==> src/rtl/req_enc_pkg.sv <==
// Shared types and constants for the request priority encoder.
package req_enc_pkg;

  localparam int NREQ   = 8;
  localparam int CODE_W = 3;

  typedef enum logic {
    IDLE    = 1'b0,
    PRESENT = 1'b1
  } enc_state_t;

  localparam logic [CODE_W-1:0] BILL = 3'd0;
  localparam logic [CODE_W-1:0] MARY = 3'd1;
  localparam logic [CODE_W-1:0] JOAN = 3'd2;
  localparam logic [CODE_W-1:0] PAUL = 3'd3;
  localparam logic [CODE_W-1:0] ANNA = 3'd4;
  localparam logic [CODE_W-1:0] FRED = 3'd5;
  localparam logic [CODE_W-1:0] DAVE = 3'd6;
  localparam logic [CODE_W-1:0] KATE = 3'd7;

endpackage

==> src/rtl/req_priority_encoder_if.sv <==
// Station request / group-select bus between the encoder (master) and the name decoder (slave).
interface req_priority_encoder_if;

  logic [req_enc_pkg::NREQ-1:0] REQ_L;
  logic                         ACK;
  logic                         GS_L;
  logic                         A2;
  logic                         A1;
  logic                         A0;
  logic                         BUSY;
  logic                         TMO;

  modport master (
    input  REQ_L, ACK,
    output GS_L, A2, A1, A0, BUSY, TMO
  );

  modport slave (
    output REQ_L, ACK,
    input  GS_L, A2, A1, A0, BUSY, TMO
  );

endinterface

==> src/rtl/prio8_enc.sv <==
// Combinational 8->3 encoder: highest set index wins; vld flags any bit set.
module prio8_enc
  import req_enc_pkg::*;
(
  input  logic [NREQ-1:0]   req,
  output logic [CODE_W-1:0] idx,
  output logic              vld
);

  always_comb begin
    idx = '0;
    vld = 1'b0;
    // Ascending scan so the last (highest) set bit overrides lower ones.
    for (int i = 0; i < NREQ; i++) begin
      if (req[i]) begin
        idx = CODE_W'(i);
        vld = 1'b1;
      end
    end
  end

endmodule

==> src/rtl/req_priority_encoder.sv <==
// Captures REQ_L falling edges as pending bits and presents the highest one on GS_L/A2..A0 (2 clk from idle),
// holding it until ACK. Optional ACK watchdog with TMO pulse under REQ_ENC_ACK_TIMEOUT_EN.
module req_priority_encoder
  import req_enc_pkg::*;
#(
  parameter int ACK_TIMEOUT = 15
) (
  input logic                    CLK,
  input logic                    RESET,
  req_priority_encoder_if.master bus
);

  if (ACK_TIMEOUT < 1 || ACK_TIMEOUT > 255) begin : g_bad_timeout
    $error("ACK_TIMEOUT must be in 1..255");
  end

  enc_state_t        state;
  logic [NREQ-1:0]   req_hist;
  logic [NREQ-1:0]   pending;
  logic [NREQ-1:0]   events;
  logic [NREQ-1:0]   clr;
  logic [NREQ-1:0]   pending_nxt;
  logic [CODE_W-1:0] code;
  logic [CODE_W-1:0] win_idx;
  logic              win_vld;
  logic              gs_l;
  logic              busy;
  logic              ack_take;
  logic              tmo_fire;
  logic              drop;
  logic              present_nxt;

  prio8_enc u_arb (
    .req (pending),
    .idx (win_idx),
    .vld (win_vld)
  );

`ifdef REQ_ENC_ACK_TIMEOUT_EN
  logic [7:0] tmo_cnt;
  logic       tmo_q;

  always_ff @(posedge CLK or posedge RESET) begin
    if (RESET) begin
      tmo_cnt <= '0;
      tmo_q   <= 1'b0;
    end else begin
      tmo_q <= tmo_fire;
      if (state == IDLE) tmo_cnt <= '0;
      else if (!drop)    tmo_cnt <= tmo_cnt + 8'd1;
    end
  end

  assign tmo_fire = (state == PRESENT) && !bus.ACK && (tmo_cnt == 8'(ACK_TIMEOUT));
  assign bus.TMO  = tmo_q;
`else
  assign tmo_fire = 1'b0;
  assign bus.TMO  = 1'b0;
`endif

  always_comb begin
    events   = req_hist & ~bus.REQ_L;
    ack_take = (state == PRESENT) && bus.ACK;
    drop     = ack_take || tmo_fire;
    clr      = drop ? (NREQ'(1) << code) : '0;
    // A fresh event on the serviced line outranks the clear so it is not lost.
    pending_nxt = (pending & ~clr) | events;
    present_nxt = (state == IDLE) ? win_vld : !drop;
  end

  always_ff @(posedge CLK or posedge RESET) begin
    if (RESET) begin
      state    <= IDLE;
      req_hist <= '1;
      pending  <= '0;
      code     <= '0;
      gs_l     <= 1'b1;
      busy     <= 1'b0;
    end else begin
      req_hist <= bus.REQ_L;
      pending  <= pending_nxt;
      busy     <= (pending_nxt != '0) || present_nxt;
      if (state == IDLE) begin
        if (win_vld) begin
          code  <= win_idx;
          gs_l  <= 1'b0;
          state <= PRESENT;
        end
      end else if (drop) begin
        gs_l  <= 1'b1;
        state <= IDLE;
      end
    end
  end

  assign bus.GS_L = gs_l;
  assign bus.A2   = code[2];
  assign bus.A1   = code[1];
  assign bus.A0   = code[0];
  assign bus.BUSY = busy;

endmodule

==> src/flat_wrapper.sv <==
// flat-port wrapper written by rule: the top's interface ports become plain ports
module req_priority_encoder_flat import req_enc_pkg::*;
#(
  parameter int ACK_TIMEOUT = 15
)
  (CLK, RESET, bus_REQ_L, bus_ACK, bus_GS_L, bus_A2, bus_A1, bus_A0, bus_BUSY, bus_TMO);
  req_priority_encoder_if bus_i ();
  input logic CLK;
  input logic RESET;
  input wire logic [$bits(bus_i.REQ_L)-1:0] bus_REQ_L;
  input wire logic [$bits(bus_i.ACK)-1:0] bus_ACK;
  output wire logic [$bits(bus_i.GS_L)-1:0] bus_GS_L;
  output wire logic [$bits(bus_i.A2)-1:0] bus_A2;
  output wire logic [$bits(bus_i.A1)-1:0] bus_A1;
  output wire logic [$bits(bus_i.A0)-1:0] bus_A0;
  output wire logic [$bits(bus_i.BUSY)-1:0] bus_BUSY;
  output wire logic [$bits(bus_i.TMO)-1:0] bus_TMO;
  assign bus_i.REQ_L = bus_REQ_L;
  assign bus_i.ACK = bus_ACK;
  assign bus_GS_L = bus_i.GS_L;
  assign bus_A2 = bus_i.A2;
  assign bus_A1 = bus_i.A1;
  assign bus_A0 = bus_i.A0;
  assign bus_BUSY = bus_i.BUSY;
  assign bus_TMO = bus_i.TMO;
  req_priority_encoder #(.ACK_TIMEOUT(ACK_TIMEOUT)) u_core (.CLK(CLK), .RESET(RESET), .bus(bus_i));
endmodule
==> config.mk <==
export PLATFORM = sky130hd
export DESIGN_NAME = req_priority_encoder_flat
export DESIGN_NICKNAME = d
export VERILOG_FILES = /design/src/rtl/req_enc_pkg.sv /design/src/rtl/req_priority_encoder_if.sv /design/src/rtl/prio8_enc.sv /design/src/rtl/req_priority_encoder.sv /design/src/flat_wrapper.sv
export SDC_FILE = /design/constraint.sdc
export NUM_CORES = 1
export LEC_CHECK = 0
export ABC_AREA = 0
export ABC_CLOCK_PERIOD_IN_PS = 2020
export CORE_ASPECT_RATIO = 0.7
export CORE_MARGIN = 5
export CORE_UTILIZATION = 44
export CTS_CLUSTER_SIZE = 8
export DETAILED_ROUTE_END_ITERATION = 8
export PLACE_DENSITY_LB_ADDON = 0.3
export REMOVE_ABC_BUFFERS = 1
export SKIP_CTS_REPAIR_TIMING = 1
export SLEW_MARGIN = 20
export SYNTH_ARGS = -nofsm -noshare
export SYNTH_HDL_FRONTEND = slang
export SYNTH_HIERARCHICAL = 1
export SYNTH_SLANG_ARGS = --single-unit
==> constraint.sdc <==
create_clock -name CLK -period 2.02 [get_ports CLK]
set_clock_uncertainty 0.1 [all_clocks]
set_input_delay 0.202 -clock CLK [delete_from_list [all_inputs] [get_ports CLK]]
set_output_delay 0.202 -clock CLK [all_outputs]
set_load 0.05 [all_outputs]
==> metrics.txt <==
# TYPE chip_impl_metric gauge
chip_impl_metric{name="detailroute.via_count",unit=""} 735
chip_impl_metric{name="yosys_warn_count",unit=""} 6
chip_impl_metric{name="pin_count_of_the_biggest_net_entering_global_routing",unit=""} 23
chip_impl_metric{name="syn_to_final_growth",unit="%"} 39.70
chip_impl_metric{name="die_w",unit="um"} 64.57
chip_impl_metric{name="syn-instance-count",unit=""} 80
chip_impl_metric{name="groute.usage.overall",unit="%"} 14.57
chip_impl_metric{name="syn_avg_cell_area",unit="um^2"} 11.46
chip_impl_metric{name="critical_path.max_fanout",unit=""} 2
chip_impl_metric{name="grt_pass1_vias",unit=""} 693
chip_impl_metric{name="dpl.hpwl",unit="mm"} 1.501
chip_impl_metric{name="ff2ff_setup_slack",unit="ps"} -250
chip_impl_metric{name="cts.path.max_buffers",unit=""} 2
chip_impl_metric{name="layout.nets",unit=""} 131
chip_impl_metric{name="firstDrtPassIters",unit=""} 4
chip_impl_metric{name="placedInstanceArea",unit="mm^2"} 0.001227
chip_impl_info{name="crit-reg2reg-capture",value="u_core/bus.BUSY"} 1
chip_impl_info{name="grt.busiest_layer",value="met1"} 1
chip_impl_metric{name="die_h",unit="um"} 48.20
chip_impl_metric{name="gpl_wtd_cong",unit=""} 0.8651
chip_impl_info{name="worstSetupEndpointType",value="register"} 1
chip_impl_metric{name="globalRouteMet3Util",unit="%"} 5.760
chip_impl_metric{name="avgViaCountPerCell",unit=""} 5.213
chip_impl_metric{name="finalSetupViolations",unit=""} 1
chip_impl_metric{name="antenna_cells_inserted",unit=""} 0
chip_impl_info{name="crit_path_cell_trace",value="nor2_2 -> nand4_1 -> and2b_2 -> a21o_2 -> or4b_1 -> or4_1"} 1
chip_impl_info{name="grt_setup_unrepaired",value="true"} 1
chip_impl_metric{name="num_rows",unit=""} 13
chip_impl_metric{name="detail_route.wirelength",unit="mm"} 2.019
chip_impl_metric{name="synth.yosys.seq_area_share",unit="%"} 61.26
chip_impl_metric{name="antenna_violations_before_repair",unit=""} 0
chip_impl_metric{name="ctsHtreeMaxLevel",unit=""} 1
chip_impl_info{name="violations",value="setup timing"} 1
chip_impl_metric{name="pwr-share-comb",unit="%"} 36.8
chip_impl_metric{name="drt.antenna.violating_nets",unit=""} 0
chip_impl_info{name="slowest_stage",value="sky130_fd_sc_hd__or4_1"} 1
chip_impl_metric{name="drive_above_1_share",unit="%"} 36.13
chip_impl_metric{name="required",unit="ps"} 2100
chip_impl_metric{name="total_leakage_power",unit="nW"} 0.5438
chip_impl_metric{name="finalCritPeriodShare",unit="%"} 112.5
chip_impl_metric{name="die_area",unit="mm^2"} 0.003112
chip_impl_metric{name="sw_frac_of_total",unit="%"} 32.89
chip_impl_info{name="start_kind",value="register"} 1
chip_impl_metric{name="boundaryPins",unit=""} 17
chip_impl_metric{name="cts_inserted_buffers",unit=""} 3
chip_impl_metric{name="placement.io_buffers",unit=""} 15
chip_impl_metric{name="yosysUniqueCellTypes",unit=""} 27
chip_impl_metric{name="clock_sink_count",unit=""} 22
chip_impl_metric{name="sequential_share_of_power",unit="%"} 46.9
chip_impl_metric{name="peakVddDrop",unit="V"} 0.0008495
chip_impl_metric{name="layout.filler_cells",unit=""} 147
chip_impl_metric{name="clkTransAtPathRegs",unit="ps"} 110
chip_impl_metric{name="met2_usage",unit="%"} 19.06
chip_impl_metric{name="critical-path-max-stage-delay",unit="ps"} 480
chip_impl_info{name="area_contributors_post_synth",value="sky130_fd_sc_hd__dfrtp_1, sky130_fd_sc_hd__dfstp_2, sky130_fd_sc_hd__o21ai_0"} 1
chip_impl_metric{name="drt_iter0_drc",unit=""} 49
chip_impl_metric{name="relSlewSlack",unit="%"} 65.75
chip_impl_metric{name="max_cap_violations",unit=""} 0
chip_impl_metric{name="clock_insertion_delay_worst_skew",unit="ps"} 300
chip_impl_metric{name="drv_slew",unit=""} 0
chip_impl_info{name="cts.root.buffer_cell",value="sky130_fd_sc_hd__clkbuf_4"} 1
chip_impl_metric{name="met1_usage",unit="%"} 22.43
chip_impl_metric{name="minimum_clock_period",unit="ps"} 2272
chip_impl_metric{name="netSwitchingPower",unit="mW"} 0.3982
chip_impl_metric{name="synth_largest_type_area_fraction",unit="%"} 35.47
chip_impl_metric{name="syn_area",unit="um^2"} 917.1
chip_impl_metric{name="floorplan.core_area",unit="mm^2"} 0.001919
chip_impl_metric{name="max_clock_freq",unit="GHz"} 0.4402
chip_impl_metric{name="final_cells",unit=""} 141
chip_impl_info{name="reg2reg_from",value="u_core/pending[7]"} 1
chip_impl_metric{name="internal-power",unit="mW"} 0.8125
chip_impl_metric{name="post-route-cell-area",unit="mm^2"} 0.001281
chip_impl_metric{name="initial_core_utilization",unit="%"} 47.78
chip_impl_info{name="synth_area_leader_cell",value="sky130_fd_sc_hd__dfrtp_1"} 1
chip_impl_metric{name="final_worst_setup_slack",unit="ps"} -251.7
chip_impl_metric{name="tightestPinTransition",unit="ps"} 513.0
chip_impl_metric{name="synth.ff_latch_count",unit=""} 22
chip_impl_metric{name="power-per-cell-area",unit="mW/mm^2"} 944.9
chip_impl_metric{name="clock_power_share",unit="%"} 16.3
chip_impl_info{name="hp-class",value="primary input to asynchronous set/reset pin"} 1
chip_impl_info{name="critical_path_class",value="register to register"} 1
chip_impl_metric{name="grt_first_pass_wirelength",unit="mm"} 3.298
chip_impl_info{name="outcome",value="finished, violations left"} 1
chip_impl_metric{name="worst_r2r_path_depth",unit=""} 6
chip_impl_metric{name="timing_hold_violations_final",unit=""} 0
chip_impl_metric{name="critPathArrivalTime",unit="ps"} 2350
chip_impl_metric{name="routed_wire_length_per_instance",unit="um"} 14.32
chip_impl_metric{name="globalRoute.totalOverflow",unit=""} 0
chip_impl_info{name="tritoncts",value="built"} 1
chip_impl_metric{name="place.detailed.instances",unit=""} 135
chip_impl_metric{name="drc",unit=""} 0
[worst max path at each step]
stage                      start               to  cells after the start
2_1_floorplan     u_core/code[2]  u_core/bus.BUSY                      4
3_3_place_gp             bus_ACK  u_core/bus.BUSY                      5
3_5_place_dp             bus_ACK  u_core/bus.BUSY                      5
4_1_cts        u_core/pending[6]  u_core/bus.BUSY                      6
5_1_grt        u_core/pending[7]  u_core/bus.BUSY                      6
6_report       u_core/pending[7]  u_core/bus.BUSY                      6
[registers in the layout, indices dropped and copies added, names as in the netlist]
name	flops
u_core/pending	8
u_core/req_hist	8
u_core/code	3
u_core/bus.BUSY	1
u_core/bus.GS_L	1
u_core/state	1
[power groups by stage]
stage          registers (mW)  logic [mW]  clock network [mW]
6_report                0.567       0.446               0.197
5_1_grt                 0.577       0.480               0.231
4_1_cts                 0.563       0.432               0.211
3_5_place_dp            0.568       0.430                   0
3_3_place_gp            0.568       0.429                   0
2_1_floorplan           0.647       0.154                   0
[routing by layer]
metal,part of all wire (%),wire (um),vias to the layer above
li1,-,-,353
met1,49,987,346
met2,40,807,34
met3,11,214,2
met4,0.50,10,0
met5,0,0,-
[synth_stat cells]
| cell type | number |
|---|---|
| sky130_fd_sc_hd__conb_1 | 1 |
| sky130_fd_sc_hd__nand3_1 | 1 |
| sky130_fd_sc_hd__a221o_1 | 2 |
| sky130_fd_sc_hd__o2111ai_1 | 1 |
| sky130_fd_sc_hd__mux2_2 | 3 |
| sky130_fd_sc_hd__or4b_1 | 2 |
| sky130_fd_sc_hd__o21ai_0 | 8 |
| sky130_fd_sc_hd__o21a_1 | 2 |
| sky130_fd_sc_hd__nand4_1 | 1 |
| sky130_fd_sc_hd__or4_1 | 1 |
| sky130_fd_sc_hd__a21o_2 | 1 |
| sky130_fd_sc_hd__a21oi_1 | 2 |
| sky130_fd_sc_hd__a22o_1 | 1 |
| sky130_fd_sc_hd__and2b_2 | 1 |
| sky130_fd_sc_hd__clkinv_1 | 1 |
| sky130_fd_sc_hd__inv_1 | 10 |
| sky130_fd_sc_hd__buf_4 | 1 |
| sky130_fd_sc_hd__a221o_2 | 1 |
| sky130_fd_sc_hd__dfrtp_1 | 13 |
| sky130_fd_sc_hd__a21boi_0 | 1 |
| sky130_fd_sc_hd__nand2b_1 | 5 |
| sky130_fd_sc_hd__nor2_1 | 4 |
| sky130_fd_sc_hd__o31ai_1 | 2 |
| sky130_fd_sc_hd__and2b_1 | 1 |
| sky130_fd_sc_hd__nand3b_1 | 1 |
| sky130_fd_sc_hd__nand2_1 | 4 |
| sky130_fd_sc_hd__dfstp_2 | 9 |
[per-stage QoR]
step | hold WS, ps | power [mW] | setup WS (ps) | setup TNS (ps) | util (%)
2_1_floorplan | 84.56 | 0.8004 | -362.3 | -362.3 | -
3_3_place_gp | 366.6 | 0.9965 | -403.8 | -403.8 | 63.95
3_5_place_dp | 372.6 | 0.9982 | -473.4 | -473.4 | 63.95
4_1_cts | 125.8 | 1.207 | -282.0 | -282.0 | 65.32
5_1_grt | 136.5 | 1.289 | -292.3 | -292.3 | 66.75
6_report | 127.3 | 1.211 | -251.7 | -251.7 | 66.75
[cell families (layout without fill, tap and decap cells)]
logic type,Yosys count,in the layout,share of synthesized area (%)
compound gates,21,21,15.83
buf+inv,12,51,5.321
flops,22,22,61.26
simple gates,21,21,13.51
other cells,1,1,0.4089
mux,3,3,3.683
[layout make-up]
class	instances	area [um^2]	area share (%)
multi-input combinational	46	314.1	24.51
inverter	11	41.29	3.223
clock buffer	4	26.28	2.051
tap	22	27.53	2.148
timing repair buffer	36	310.3	24.22
sequential	22	561.8	43.85
[critical path: cells and delay by family, from the launching register on]
family / cells / cell delay (ps)
AO/OA/AOI/OAI: 1 / 190
flip-flops: 1 / 420
AND/OR/NAND/NOR: 5 / 1450
[cells in the final DEF, fill, tap and decap left out, drive strengths merged]
| master | synthesis | final |
|---|---|---|
| a21boi | 1 | 1 |
| a21o | 1 | 1 |
| a21oi | 2 | 2 |
| a221o | 3 | 3 |
| a22o | 1 | 1 |
| and2b | 2 | 2 |
| buf | 1 | 22 |
| clkbuf | 0 | 4 |
| clkdlybuf4s50 | 0 | 12 |
| clkinv | 1 | 1 |
| conb | 1 | 1 |
| dfrtp | 13 | 13 |
| dfstp | 9 | 9 |
| dlymetal6s2s | 0 | 2 |
| inv | 10 | 10 |
| mux2 | 3 | 3 |
| nand2 | 4 | 4 |
| nand2b | 5 | 5 |
| nand3 | 1 | 1 |
| nand3b | 1 | 1 |
| nand4 | 1 | 1 |
| nor2 | 4 | 4 |
| o2111ai | 1 | 1 |
| o21a | 2 | 2 |
| o21ai | 8 | 8 |
| o31ai | 2 | 2 |
| or4 | 1 | 1 |
| or4b | 2 | 2 |
No activity file was read; power rests on OpenSTA's default activity.
